===== src/rtl/kbd_media_if.sv =====
// Keyboard command inputs and playback address/status outputs of the media controller.
// Master drives keys and sample ticks; slave (the controller) returns the address stream and status.
interface kbd_media_if #(
  parameter int ADDR_W = 23,
  parameter int SPD_W  = 4
);
  logic [7:0]        ascii_code;
  logic              code_valid;
  logic              sample_tick;
  logic [ADDR_W-1:0] addr;
  logic              addr_valid;
  logic              playing;
  logic              forward;
  logic              loop_en;
  logic [SPD_W-1:0]  speed_div;
  logic              restart;
  logic              end_hit;

  modport master (
    output ascii_code, code_valid, sample_tick,
    input  addr, addr_valid, playing, forward, loop_en, speed_div, restart, end_hit
  );

  modport slave (
    input  ascii_code, code_valid, sample_tick,
    output addr, addr_valid, playing, forward, loop_en, speed_div, restart, end_hit
  );
endinterface


===== src/rtl/kbd_media_ctrl.sv =====
// Keyboard-driven playback controller: key codes -> transport state, sample_tick -> address stream.
// Latency: command effect 2 edges after code_valid rises, advance 1 edge after tick; no backpressure.
module kbd_media_ctrl #(
  parameter int          ADDR_W     = 23,
  parameter int unsigned START_ADDR = 0,
  parameter int unsigned END_ADDR   = 'h7FFFF,
  parameter int          SPD_W      = 4,
  parameter int unsigned DIV_INIT   = 0
) (
  input logic         clk,
  input logic         rst_n,
  kbd_media_if.slave  bus
);
  typedef enum logic [1:0] {PAUSED, PLAYING, ENDED} state_t;

  localparam logic [ADDR_W-1:0] WIN_LO  = ADDR_W'(START_ADDR);
  localparam logic [ADDR_W-1:0] WIN_HI  = ADDR_W'(END_ADDR);
  localparam logic [SPD_W-1:0]  DIV_RST = SPD_W'(DIV_INIT);
  localparam logic [SPD_W-1:0]  DIV_MAX = '1;

  state_t            state_q, state_n;
  logic [ADDR_W-1:0] addr_q, addr_n;
  logic              fwd_q, fwd_n;
  logic              loop_q, loop_n;
  logic [SPD_W-1:0]  div_q, div_n;
  logic [SPD_W-1:0]  cnt_q, cnt_n;
  logic              av_q, av_n;
  logic              rs_q, rs_n;
  logic              eh_q, eh_n;
  logic              code_valid_q, cmd_q;
  logic [7:0]        key_q;

  logic key_e, key_d, key_f, key_b, key_r, key_l, key_plus, key_minus;
  logic do_restart;

  always_comb begin
    key_e     = (key_q == 8'h45) || (key_q == 8'h65);
    key_d     = (key_q == 8'h44) || (key_q == 8'h64);
    key_f     = (key_q == 8'h46) || (key_q == 8'h66);
    key_b     = (key_q == 8'h42) || (key_q == 8'h62);
    key_r     = (key_q == 8'h52) || (key_q == 8'h72);
    key_l     = (key_q == 8'h4C) || (key_q == 8'h6C);
    key_plus  = (key_q == 8'h2B);
    key_minus = (key_q == 8'h2D);
    do_restart = cmd_q && (key_r || (key_e && state_q == ENDED));
  end

  always_comb begin
    state_n = state_q;
    addr_n  = addr_q;
    fwd_n   = fwd_q;
    loop_n  = loop_q;
    div_n   = div_q;
    cnt_n   = cnt_q;
    av_n    = 1'b0;
    rs_n    = 1'b0;
    eh_n    = 1'b0;

    // Tick uses pre-command direction/divider/state; a restart discards it.
    if (state_q == PLAYING && bus.sample_tick && !do_restart) begin
      if (cnt_q == div_q) begin
        cnt_n = '0;
        if (fwd_q ? (addr_q == WIN_HI) : (addr_q == WIN_LO)) begin
          if (loop_q) begin
            addr_n = fwd_q ? WIN_LO : WIN_HI;
            av_n   = 1'b1;
          end else begin
            state_n = ENDED;
            eh_n    = 1'b1;
          end
        end else begin
          addr_n = fwd_q ? addr_q + ADDR_W'(1) : addr_q - ADDR_W'(1);
          av_n   = 1'b1;
        end
      end else begin
        cnt_n = cnt_q + SPD_W'(1);
      end
    end

    if (do_restart) begin
      addr_n  = fwd_q ? WIN_LO : WIN_HI;
      cnt_n   = '0;
      av_n    = 1'b1;
      rs_n    = 1'b1;
      if (state_q == ENDED) state_n = key_e ? PLAYING : PAUSED;
    end else if (cmd_q) begin
      if (key_e && state_q == PAUSED)  state_n = PLAYING;
      if (key_d && state_q == PLAYING) state_n = PAUSED;
      if (key_f)     fwd_n  = 1'b1;
      if (key_b)     fwd_n  = 1'b0;
      if (key_l)     loop_n = ~loop_q;
      if (key_plus)  div_n  = (div_q == '0) ? '0 : div_q - SPD_W'(1);
      if (key_minus) div_n  = (div_q == DIV_MAX) ? DIV_MAX : div_q + SPD_W'(1);
    end

    // Shrinking the divider below the running count restarts the count.
    if (cnt_n > div_n) cnt_n = '0;
  end

  always_ff @(posedge clk or negedge rst_n) begin
    if (!rst_n) begin
      state_q      <= PAUSED;
      addr_q       <= WIN_LO;
      fwd_q        <= 1'b1;
      loop_q       <= 1'b1;
      div_q        <= DIV_RST;
      cnt_q        <= '0;
      av_q         <= 1'b0;
      rs_q         <= 1'b0;
      eh_q         <= 1'b0;
      code_valid_q <= 1'b0;
      cmd_q        <= 1'b0;
      key_q        <= 8'h00;
    end else begin
      state_q      <= state_n;
      addr_q       <= addr_n;
      fwd_q        <= fwd_n;
      loop_q       <= loop_n;
      div_q        <= div_n;
      cnt_q        <= cnt_n;
      av_q         <= av_n;
      rs_q         <= rs_n;
      eh_q         <= eh_n;
      code_valid_q <= bus.code_valid;
      cmd_q        <= bus.code_valid & ~code_valid_q;
      key_q        <= bus.ascii_code;
    end
  end

  assign bus.addr       = addr_q;
  assign bus.addr_valid = av_q;
  assign bus.playing    = (state_q == PLAYING);
  assign bus.forward    = fwd_q;
  assign bus.loop_en    = loop_q;
  assign bus.speed_div  = div_q;
  assign bus.restart    = rs_q;
  assign bus.end_hit    = eh_q;
endmodule

===== src/flat_wrapper.sv =====
// flat-port wrapper written by rule: the top's interface ports become plain ports
module kbd_media_ctrl_flat 
#(
  parameter int          ADDR_W     = 23,
  parameter int unsigned START_ADDR = 0,
  parameter int unsigned END_ADDR   = 'h7FFFF,
  parameter int          SPD_W      = 4,
  parameter int unsigned DIV_INIT   = 0
)
  (clk, rst_n, bus_ascii_code, bus_code_valid, bus_sample_tick, bus_addr, bus_addr_valid, bus_playing, bus_forward, bus_loop_en, bus_speed_div, bus_restart, bus_end_hit);
  kbd_media_if #(.ADDR_W(ADDR_W), .SPD_W(SPD_W)) bus_i ();
  input logic clk;
  input logic rst_n;
  input wire logic [$bits(bus_i.ascii_code)-1:0] bus_ascii_code;
  input wire logic [$bits(bus_i.code_valid)-1:0] bus_code_valid;
  input wire logic [$bits(bus_i.sample_tick)-1:0] bus_sample_tick;
  output wire logic [$bits(bus_i.addr)-1:0] bus_addr;
  output wire logic [$bits(bus_i.addr_valid)-1:0] bus_addr_valid;
  output wire logic [$bits(bus_i.playing)-1:0] bus_playing;
  output wire logic [$bits(bus_i.forward)-1:0] bus_forward;
  output wire logic [$bits(bus_i.loop_en)-1:0] bus_loop_en;
  output wire logic [$bits(bus_i.speed_div)-1:0] bus_speed_div;
  output wire logic [$bits(bus_i.restart)-1:0] bus_restart;
  output wire logic [$bits(bus_i.end_hit)-1:0] bus_end_hit;
  assign bus_i.ascii_code = bus_ascii_code;
  assign bus_i.code_valid = bus_code_valid;
  assign bus_i.sample_tick = bus_sample_tick;
  assign bus_addr = bus_i.addr;
  assign bus_addr_valid = bus_i.addr_valid;
  assign bus_playing = bus_i.playing;
  assign bus_forward = bus_i.forward;
  assign bus_loop_en = bus_i.loop_en;
  assign bus_speed_div = bus_i.speed_div;
  assign bus_restart = bus_i.restart;
  assign bus_end_hit = bus_i.end_hit;
  kbd_media_ctrl #(.ADDR_W(ADDR_W), .START_ADDR(START_ADDR), .END_ADDR(END_ADDR), .SPD_W(SPD_W), .DIV_INIT(DIV_INIT)) u_core (.clk(clk), .rst_n(rst_n), .bus(bus_i));
endmodule

===== config.mk =====
export PLATFORM = sky130hd
export DESIGN_NAME = kbd_media_ctrl_flat
export DESIGN_NICKNAME = d
export VERILOG_FILES = /design/src/rtl/kbd_media_if.sv /design/src/rtl/kbd_media_ctrl.sv /design/src/flat_wrapper.sv
export SDC_FILE = /design/constraint.sdc
export NUM_CORES = 1
export LEC_CHECK = 0
export BUFFER_PORTS_ARGS = -buffer_cell sky130_fd_sc_hd__clkbuf_2
export CAP_MARGIN = 20
export CORE_MARGIN = 3
export CORE_UTILIZATION = 33
export DETAILED_ROUTE_END_ITERATION = 6
export PLACE_DENSITY = 0.51
export SKIP_LAST_GASP = 1
export SYNTH_ARGS = -nofsm -noshare
export SYNTH_HDL_FRONTEND = slang
export SYNTH_SLANG_ARGS = --single-unit

===== constraint.sdc =====
create_clock -name clk -period 3.6 [get_ports clk]
set_input_delay 0.36 -clock clk [delete_from_list [all_inputs] [get_ports clk]]
set_output_delay 0.36 -clock clk [all_outputs]
set_load 0.01 [all_outputs]

**Word-level counts from Yosys, hierarchy flattened**

Index checks and enable logic that the tools add are counted.

- Register bits: 48
- Input port bits: 12
- Output and inout port bits: 33
- Word-level logic and storage cells: 105

- Add/sub/neg operators: 5
- Order comparisons: 1
- Equal/unequal tests: 20
- Mux-type cells: 40
- Bitwise operators: 4
- Reductions and logical operators: 23

Operators with widths:

| kind | count |
|---|---|
| 23-bit two-way mux | 6 |
| 8-bit by 7-bit == test with 1-bit output (second input constant) | 12 |
| 4-bit two-way mux | 10 |
| 23-bit by 1-bit adder with 23-bit output (second input constant) | 1 |
| 23-bit by 19-bit == test with 1-bit output (second input constant) | 1 |
| 23-bit logical NOT | 1 |
| 23-bit by 1-bit subtractor with 23-bit output (second input constant) | 1 |
| 19-bit two-way mux | 1 |
| 2-bit two-way mux | 9 |
| 8-bit by 6-bit == test with 1-bit output (second input constant) | 2 |
| 1-bit two-way mux | 14 |
| 3-bit AND reduction | 3 |
| 4-bit by 1-bit adder with 4-bit output (second input constant) | 2 |
| 1-bit logical OR | 7 |
| 1-bit logical AND | 6 |
| 2-bit nonzero test | 3 |
| 4-bit == test | 1 |
| 4-bit == test (second input constant) | 1 |
| 4-bit > comparator | 1 |
| 4-bit logical NOT | 1 |
| 4-bit by 1-bit subtractor with 4-bit output (second input constant) | 1 |
| 3-bit by 1-bit inequality test with 1-bit output (second input constant) | 1 |
| 1-bit NOT | 3 |
| 2-bit by 1-bit == test with 1-bit output (second input constant) | 1 |
| other kinds (4) | 4 |

**Depth between registers and ports, before layout**

Gate-level depths: netlist of the first run.

- Depth after elaboration: 12
- Gate-level depth with buffers: 15
- Depth with buffers taken out: 15

**Worst setup path before layout of the first run**

No wires, ideal clock.

- Kind: reg2reg
- From: reg u_core.fwd_q (netlist: u_core.bus.forward)
- To: reg u_core.addr_q[22] (netlist: u_core.bus.addr[22])
- Arrival: 3.017 ns
- Path slack: 0.514 ns
- Cell stages (with the launch flop): 11
- Path buffers: 0
- Clock period less this slack: 3.086 ns
- Cells stage by stage: dfstp_2 > inv_1 > fa_1 > a211oi_2 > o21ai_1 > a2111oi_2 > o211ai_1 > nand2_1 > mux2i_1 > or4_1 > nand3_1

- Word-level cells in the longest chain between the ends: 5
- Elaborated cells between the ends (all ways): 8

RTL lines:

| item | RTL line | source |
|---|---|---|
| start, declared | kbd_media_ctrl.sv:23 | `logic fwd_q, fwd_n;` |
| start signal, assigned | kbd_media_ctrl.sv:117 | `fwd_q <= fwd_n;` |
| 23-bit two-way mux or 1-bit two-way mux (tied branches) | kbd_media_ctrl.sv:72, kbd_media_ctrl.sv:63 |  |
| 23-bit two-way mux | kbd_media_ctrl.sv:63 | `if (fwd_q ? (addr_q == WIN_HI) : (addr_q == WIN_LO)) begin` |
| 23-bit two-way mux | kbd_media_ctrl.sv:61 | `if (cnt_q == div_q) begin` |
| 23-bit two-way mux | kbd_media_ctrl.sv:60 | `if (state_q == PLAYING && bus.sample_tick && !do_restart) begin` |
| 23-bit two-way mux | kbd_media_ctrl.sv:80 | `if (do_restart) begin` |
| end signal, assigned | kbd_media_ctrl.sv:116 | `addr_q <= addr_n;` |
| end, declared | kbd_media_ctrl.sv:22 | `logic [ADDR_W-1:0] addr_q, addr_n;` |

Parallel ways exist; a longest one is shown, timed or not. The select of a mux whose other input is x is not followed.
A chain may end at the register's enable or synchronous reset.

**Worst setup path in the final report of the first run**

Ends and elaborated chain as after synthesis.

==> results of run 1 <==
-- area by class of cell --
cell class	instances	area, sq um
Timing Repair Buffer	49	258
Multi-Input combinational cell	336	2260
Tap cell	136	170
Clock inverter	3	47.5
Fill cell	1073	6360
Inverter	14	52.6
Clock buffer	5	68.8
Sequential cell	48	1200
-- logic make-up after synthesis --
group	count (synthesis)	share of synthesized area, %
AND/OR/NAND/NOR	151	22.5
multiplexers	6	1.71
buffers and inverters	22	3.22
AO/OA/AOI/OAI	125	22.3
flip-flops	48	33.7
adder cells (fa/ha/maj)	30	10.7
XOR/XNOR	24	5.88
-- final timing paths --
path | to | slack (ns) | cells past startpoint | startpoint
setup / recovery | u_core.bus.addr[22]$_DFFE_PN0P_ | 0.30 | 10 | u_core.bus.forward$_DFFE_PN1P_
hold / removal | u_core.bus.addr[17]$_DFFE_PN0P_ | 0.14 | 1 | rst_n
setup reg to reg | u_core.bus.addr[22]$_DFFE_PN0P_ | 0.30 | 10 | u_core.bus.forward$_DFFE_PN1P_
hold reg to reg | u_core.cmd_q$_DFF_PN0_ | 0.40 | 1 | u_core.code_valid_q$_DFF_PN0_
max in group asynchronous | u_core.bus.addr[1]$_DFFE_PN0P_ | 2.71 | 2 | rst_n
min in group clk | u_core.key_q[2]$_DFF_PN0_ | 0.15 | 1 | bus_ascii_code[2]
-- per-layer routing --
metal  up-vias  GRT usage [%]
met3        14           2.56
met5         -              0
met2        78           26.4
li1       1596              -
met1      1505           22.0
met4         0           4.49
-- flip-flops by register name, indices dropped and copies added (netlist names) --
name and count:
u_core.bus.addr 23, u_core.key_q 8, u_core.bus.speed_div 4, u_core.cnt_q 4
u_core.state_q 2, u_core.bus.addr_valid 1, u_core.bus.end_hit 1, u_core.bus.forward 1
u_core.bus.loop_en 1, u_core.bus.restart 1, u_core.cmd_q 1, u_core.code_valid_q 1
-- cell usage in the layout (no fill, tap or decap), drive strengths merged, types with 3 or more instances in the layout --
| cell type | Yosys | final |
|---|---|---|
| nor2 | 30 | 30 |
| dfrtp | 46 | 46 |
| o211ai | 4 | 4 |
| a21o | 7 | 7 |
| a211oi | 5 | 5 |
| or2 | 3 | 3 |
| nor3 | 6 | 6 |
| or4 | 3 | 3 |
| nand2b | 5 | 5 |
| mux2i | 5 | 5 |
| xor2 | 11 | 11 |
| nor3b | 4 | 4 |
| xnor2 | 13 | 13 |
| nand3 | 13 | 13 |
| buf | 4 | 5 |
| inv | 14 | 14 |
| o21bai | 5 | 5 |
| o21a | 3 | 3 |
| a2111oi | 3 | 3 |
| and2 | 5 | 5 |
| nor2b | 11 | 11 |
| a21oi | 47 | 47 |
| nand4 | 9 | 9 |
| and3 | 6 | 6 |
| a22o | 5 | 5 |
| o21ai | 33 | 33 |
| clkbuf | 4 | 49 |
| ha | 29 | 29 |
| or3 | 4 | 4 |
| nor4 | 6 | 6 |
| nand2 | 40 | 40 |
-- stage by stage --
| stage | power (W) | utilization (%) | instance area, sq um |
|---|---|---|---|
| after floorplan | 0.00233 | - | 3580 |
| after global placement | 0.00281 | 37.8 | 3940 |
| after detailed placement | 0.00280 | 37.8 | 3940 |
| after CTS | 0.00325 | 39.0 | 4060 |
| after global routing | 0.00352 | 39.0 | 4060 |
| final | 0.00324 | 39.0 | 4060 |
-- report_power, final --
part           internal [W]  switching (W)
clock              0.000210       0.000213
sequential         0.000644       0.000167
combinational      0.000892        0.00111
total               0.00175        0.00149
==> out/results.txt, run 1 <==
Status = finished, final reports clean
Final Non-Filler Cells = 591
Worst-margin pin slew = 0.846 ns
Clock buffer count from CTS = 5
CTS tree = yes
Placement Setup Slack = 0.380 ns
Die area = 12100 sq um
Unrepaired setup endpoints after global routing = no
Worst-path maximum fanout = 17
Area grow syn2layout = 13.5%
Drt pass-1 iters = 4
Top cells by count, synth = dfrtp_1, a21oi_1, nand2_1
Fmax = 303 MHz
Horiz. Die Dim = 110 microns
Synth top area share = 32.2%
Initial Utilization = 34.3%
Cell count after synthesis = 406
Post-synth top flop = dfrtp_1
Placed cell count = 583
Library cells used by synthesis = 64
Rows = 37
Final hold slack = 0.136 ns
First-pass GRT wire length = 15400 microns
WP data required = 3.86 ns
Via count = 3193
Ant. Diodes = 0
Slew margin rel. = 43.6%
Post-synthesis cell area = 3580 sq um
Met3 wire len = 470 microns
Delay-heaviest family, CP = compound AO/OA/AOI/OAI gates
CP peak stage delay = 0.59 ns
Placer Congestion = 0.868
GRT Overall Usage = 16.1%
Worst Path Arrival = 3.56 ns
Yosys reg bits = 48
Crit path cell chain = inv_1 -> fa_1 -> a211oi_2 -> o21ai_1 -> a2111oi_2 -> o211ai_1 -> nand2_1 -> mux2i_1 -> or4_1 -> nand3_1
Tcrit/Tclk final = 91.6%
Warnings, synthesis = 0
Avg WL per Cell = 15.8 microns
Synth async-reset ratio = 100%
Wire length on met2 = 4280 microns
Final Hold Viols = 0
Mean Syn Cell Area = 8.81 sq um
Yosys top cell by area = dfrtp_1
Setup_tns = 0 ns
Vias in the first global route = 3103
Clock transition at path regs = 0.11 ns
Max-Cap Viols = 0
Worst Setup End Kind = register
Clk Latency, worst-skew pair = 0.31 ns
Number of setup buffers added after CTS = 0
Sequential fraction of the synthesis area = 33.7%
Largest cells by area after synthesis = dfrtp_1, ha_1, a21oi_1
Layout cells sized above 1 = 16.7%
Minimum clock period = 3.30 ns
Vias per cell = 5.40
Die Height = 110 microns
Max Buffers Root-to-Sink = 2
Detail Route Antenna Nets = 0
Post-cts sizing count = 0
Tightest Hold Check Type = in2async
Post-synth EDFFs = 0
Setup CP Type = reg2reg
Final Net Count = 496
PD cells = 798 nW/um^2
Initial antenna violation count = 0
Global route overflow = 0
Final setup fails = 0
I/O pin count = 45
Top Metal Used = met4
Core ar. = 10400 sq um
Root Driver = clkbuf_8
Worst-case clock skew = 0.0111 ns
Met1 WL = 4420 microns
CTS Sinks = 48
Drt drc = 0
Worst Path Buf+Inv = 1
Critical path launch point type = register
Pleak = 1.92 nW
Setup ws final = 0.301 ns
CTS Hold Bufs = 0
Hpwl dp = 7110 microns
Final Max Tran Viols = 0
Port Buffers = 44
Most common cell in the netlist = dfrtp_1
DR iter-0 viols = 96
Routed wire length = 9320 microns
VDD IR max = 0.284 mV
Critical-path top delay cell = fa_1
Largest net degree at the start of global routing = 32
Post-Syn Nets = 448
H-tree levels = 2
(Power assumes the default switching activity.)
==> run 2: changes to the inputs <==
Settings changed: CORE_UTILIZATION 33 to 30, PLACE_DENSITY 0.51 to 0.48.
==> out/results.txt, run 2 (same netlist as run 1, synthesis figures left out) <==
CP most frequent cell = nand2_1
Worst-margin pin slew = 0.571 ns (-0.274 ns)
Hpwl dp = 7350 microns (+3.4%)
Final Net Count = 495 (-0.20%)
I/O pin count = 45 (unchanged)
Clk Latency, worst-skew pair = 0.30 ns (about the same)
PD cells = 827 nW/um^2 (+3.6%)
Final Non-Filler Cells = 597 (+1.0%)
First-pass GRT wire length = 16300 microns (+5.8%)
Drt pass-1 iters = 4 (unchanged)
Slew margin rel. = 61.9% (+18 points)
Max-Cap Viols = 0 (unchanged)
Worst Path Buf+Inv = 2 (+1)
Worst-path maximum fanout = 18 (+1)
Status = finished, final reports clean
WP data required = 3.84 ns (-0.02 ns)
Tightest Hold Check Type = in2async
Global route overflow = 0 (unchanged)
Root Driver = clkbuf_16
Die Height = 115 microns (+4.6%)
Vias per cell = 5.33 (-1.3%)
Max reg flops = 23 (unchanged)
Max Buffers Root-to-Sink = 2 (unchanged)
CTS tree = yes
Worst Setup End Kind = register
VDD IR max = 0.253 mV (-11%)
Final setup fails = 0 (unchanged)
Drt drc = 0 (unchanged)
Ant. Diodes = 0 (unchanged)
Core ar. = 11500 sq um (+11%)
# fillers = 1194 (+11%)
Die area = 13300 sq um (+9.4%)
Final Hold Viols = 0 (unchanged)
Area grow syn2layout = 15.7%
Layout cells sized above 1 = 16.5% (-0.18 points)
Most frequent cells in the layout = dfrtp_1, a21oi_1, clkbuf_2
Final Max Tran Viols = 0 (unchanged)
Number of setup buffers added after CTS = 0 (unchanged)
Reg2Reg Setup Slack = 0.36 ns (+0.06 ns)
Critical path launch point type = register
Placed cell count = 589 (+1.0%)
Rows = 39 (+5.4%)
Via count = 3183 (-0.31%)
Port Buffers = 44 (unchanged)
Initial Utilization = 31.1% (-3.3 points)
Worst Path Arrival = 3.48 ns (-0.08 ns)
DR iter-0 viols = 142 (+48%)
Setup CP Type = reg2reg
Commonest non-fill, non-tap cell in the layout = dfrtp_1
Routed wire length = 9650 microns (+3.6%)
Tcrit/Tclk final = 90.1% (-1.6 points)
Horiz. Die Dim = 115 microns (+4.6%)
GRT Overall Usage = 15.6% (-0.48 points)
Initial antenna violation count = 0 (unchanged)
Clock buffer count from CTS = 5 (unchanged)
Fmax = 308 MHz (+1.7%)
Placer Congestion = 0.848 (-2.2%)
H-tree levels = 2 (unchanged)
Avg WL per Cell = 16.2 microns (+2.5%)
Detail Route Antenna Nets = 0 (unchanged)
Critical-path top delay cell = dfstp_2
Vias in the first global route = 3118 (+0.48%)
Clock transition at path regs = 0.07 ns (-0.04 ns)
Delay-heaviest family, CP = simple AND/OR/NAND/NOR gates
CP peak stage delay = 0.62 ns (+0.03 ns)
Worst-case clock skew = 0.00755 ns (-0.00356 ns)
Largest net degree at the start of global routing = 29 (-9.4%)
Setup_tns = 0 ns (unchanged)
Pleak = 1.95 nW (+1.6%)
CTS Sinks = 48 (unchanged)
Minimum clock period = 3.24 ns (-0.0559 ns)
Crit path cell chain = inv_1 -> buf_4 -> ha_1 -> nand2_1 -> o21ai_0 -> o31ai_1 -> o211ai_1 -> nand2_1 -> mux2i_1 -> or4_1 -> nand3_1
Unrepaired setup endpoints after global routing = no
[run 2: cell types whose count changed in the layout (fill, tap and decap cells not counted), sizes merged]
cell    before  now
buf          5    4
clkinv       2    0
inv         14   15
bufinv       1    2
[run 2: routing by layer]
metal | track usage, % | share of wire [%] | vias to the layer above
met5 | 0 | 0 | -
met4 | 5.95 | 1.9 | 0
li1 | - | - | 1583
met2 | 24.0 | 45 | 62
met1 | 22.0 | 50 | 1526
met3 | 2.79 | 3.8 | 12
[run 2: cell type report]
type,count,area (sq um),area share [%]
Inverter,14,52.6,1.27
Clock buffer,5,125,3.02
Clock inverter,3,68.8,1.66
Timing Repair Buffer,48,250,6.05
Sequential cell,48,1200,29.1
Tap cell,143,179,4.33
Multi-Input combinational cell,336,2260,54.6
[run 2: metrics by stage]
stage,hold slack [ns],utilization [%],area (sq um),setup WS (ns),total power [W]
CTS,0.0630,35.9,4140,0.305,0.00345
global placement,0.387,34.2,3940,0.378,0.00280
detailed placement,0.394,34.2,3940,0.353,0.00279
floorplan,0.0644,-,3580,0.514,0.00233
global route,0.0758,35.9,4140,0.0670,0.00379
finish,0.0347,35.9,4140,0.357,0.00342
[run 2: path summary, 6_finish.rpt]
check / from / endpoint / cells after the start
max: u_core.bus.forward$_DFFE_PN1P_ / u_core.bus.addr[22]$_DFFE_PN0P_ / 11
min: rst_n / u_core.code_valid_q$_DFF_PN0_ / 1
max reg2reg: u_core.bus.forward$_DFFE_PN1P_ / u_core.bus.addr[22]$_DFFE_PN0P_ / 11
min reg2reg: u_core.code_valid_q$_DFF_PN0_ / u_core.cmd_q$_DFF_PN0_ / 1
max in group asynchronous: rst_n / u_core.bus.loop_en$_DFFE_PN1P_ / 2
min in group clk: bus_ascii_code[6] / u_core.key_q[6]$_DFF_PN0_ / 1
[run 2: where the power goes]
part	switching, W	internal [W]
Clock	0.000231	0.000401
Sequential	0.000175	0.000645
Combinational	0.00108	0.000889
Total	0.00149	0.00193
[run 2: repair_timing]
action,4_1_cts,5_1_grt
hold buffers,0,0
setup endpoints to repair,0,1
resized for setup,0,0
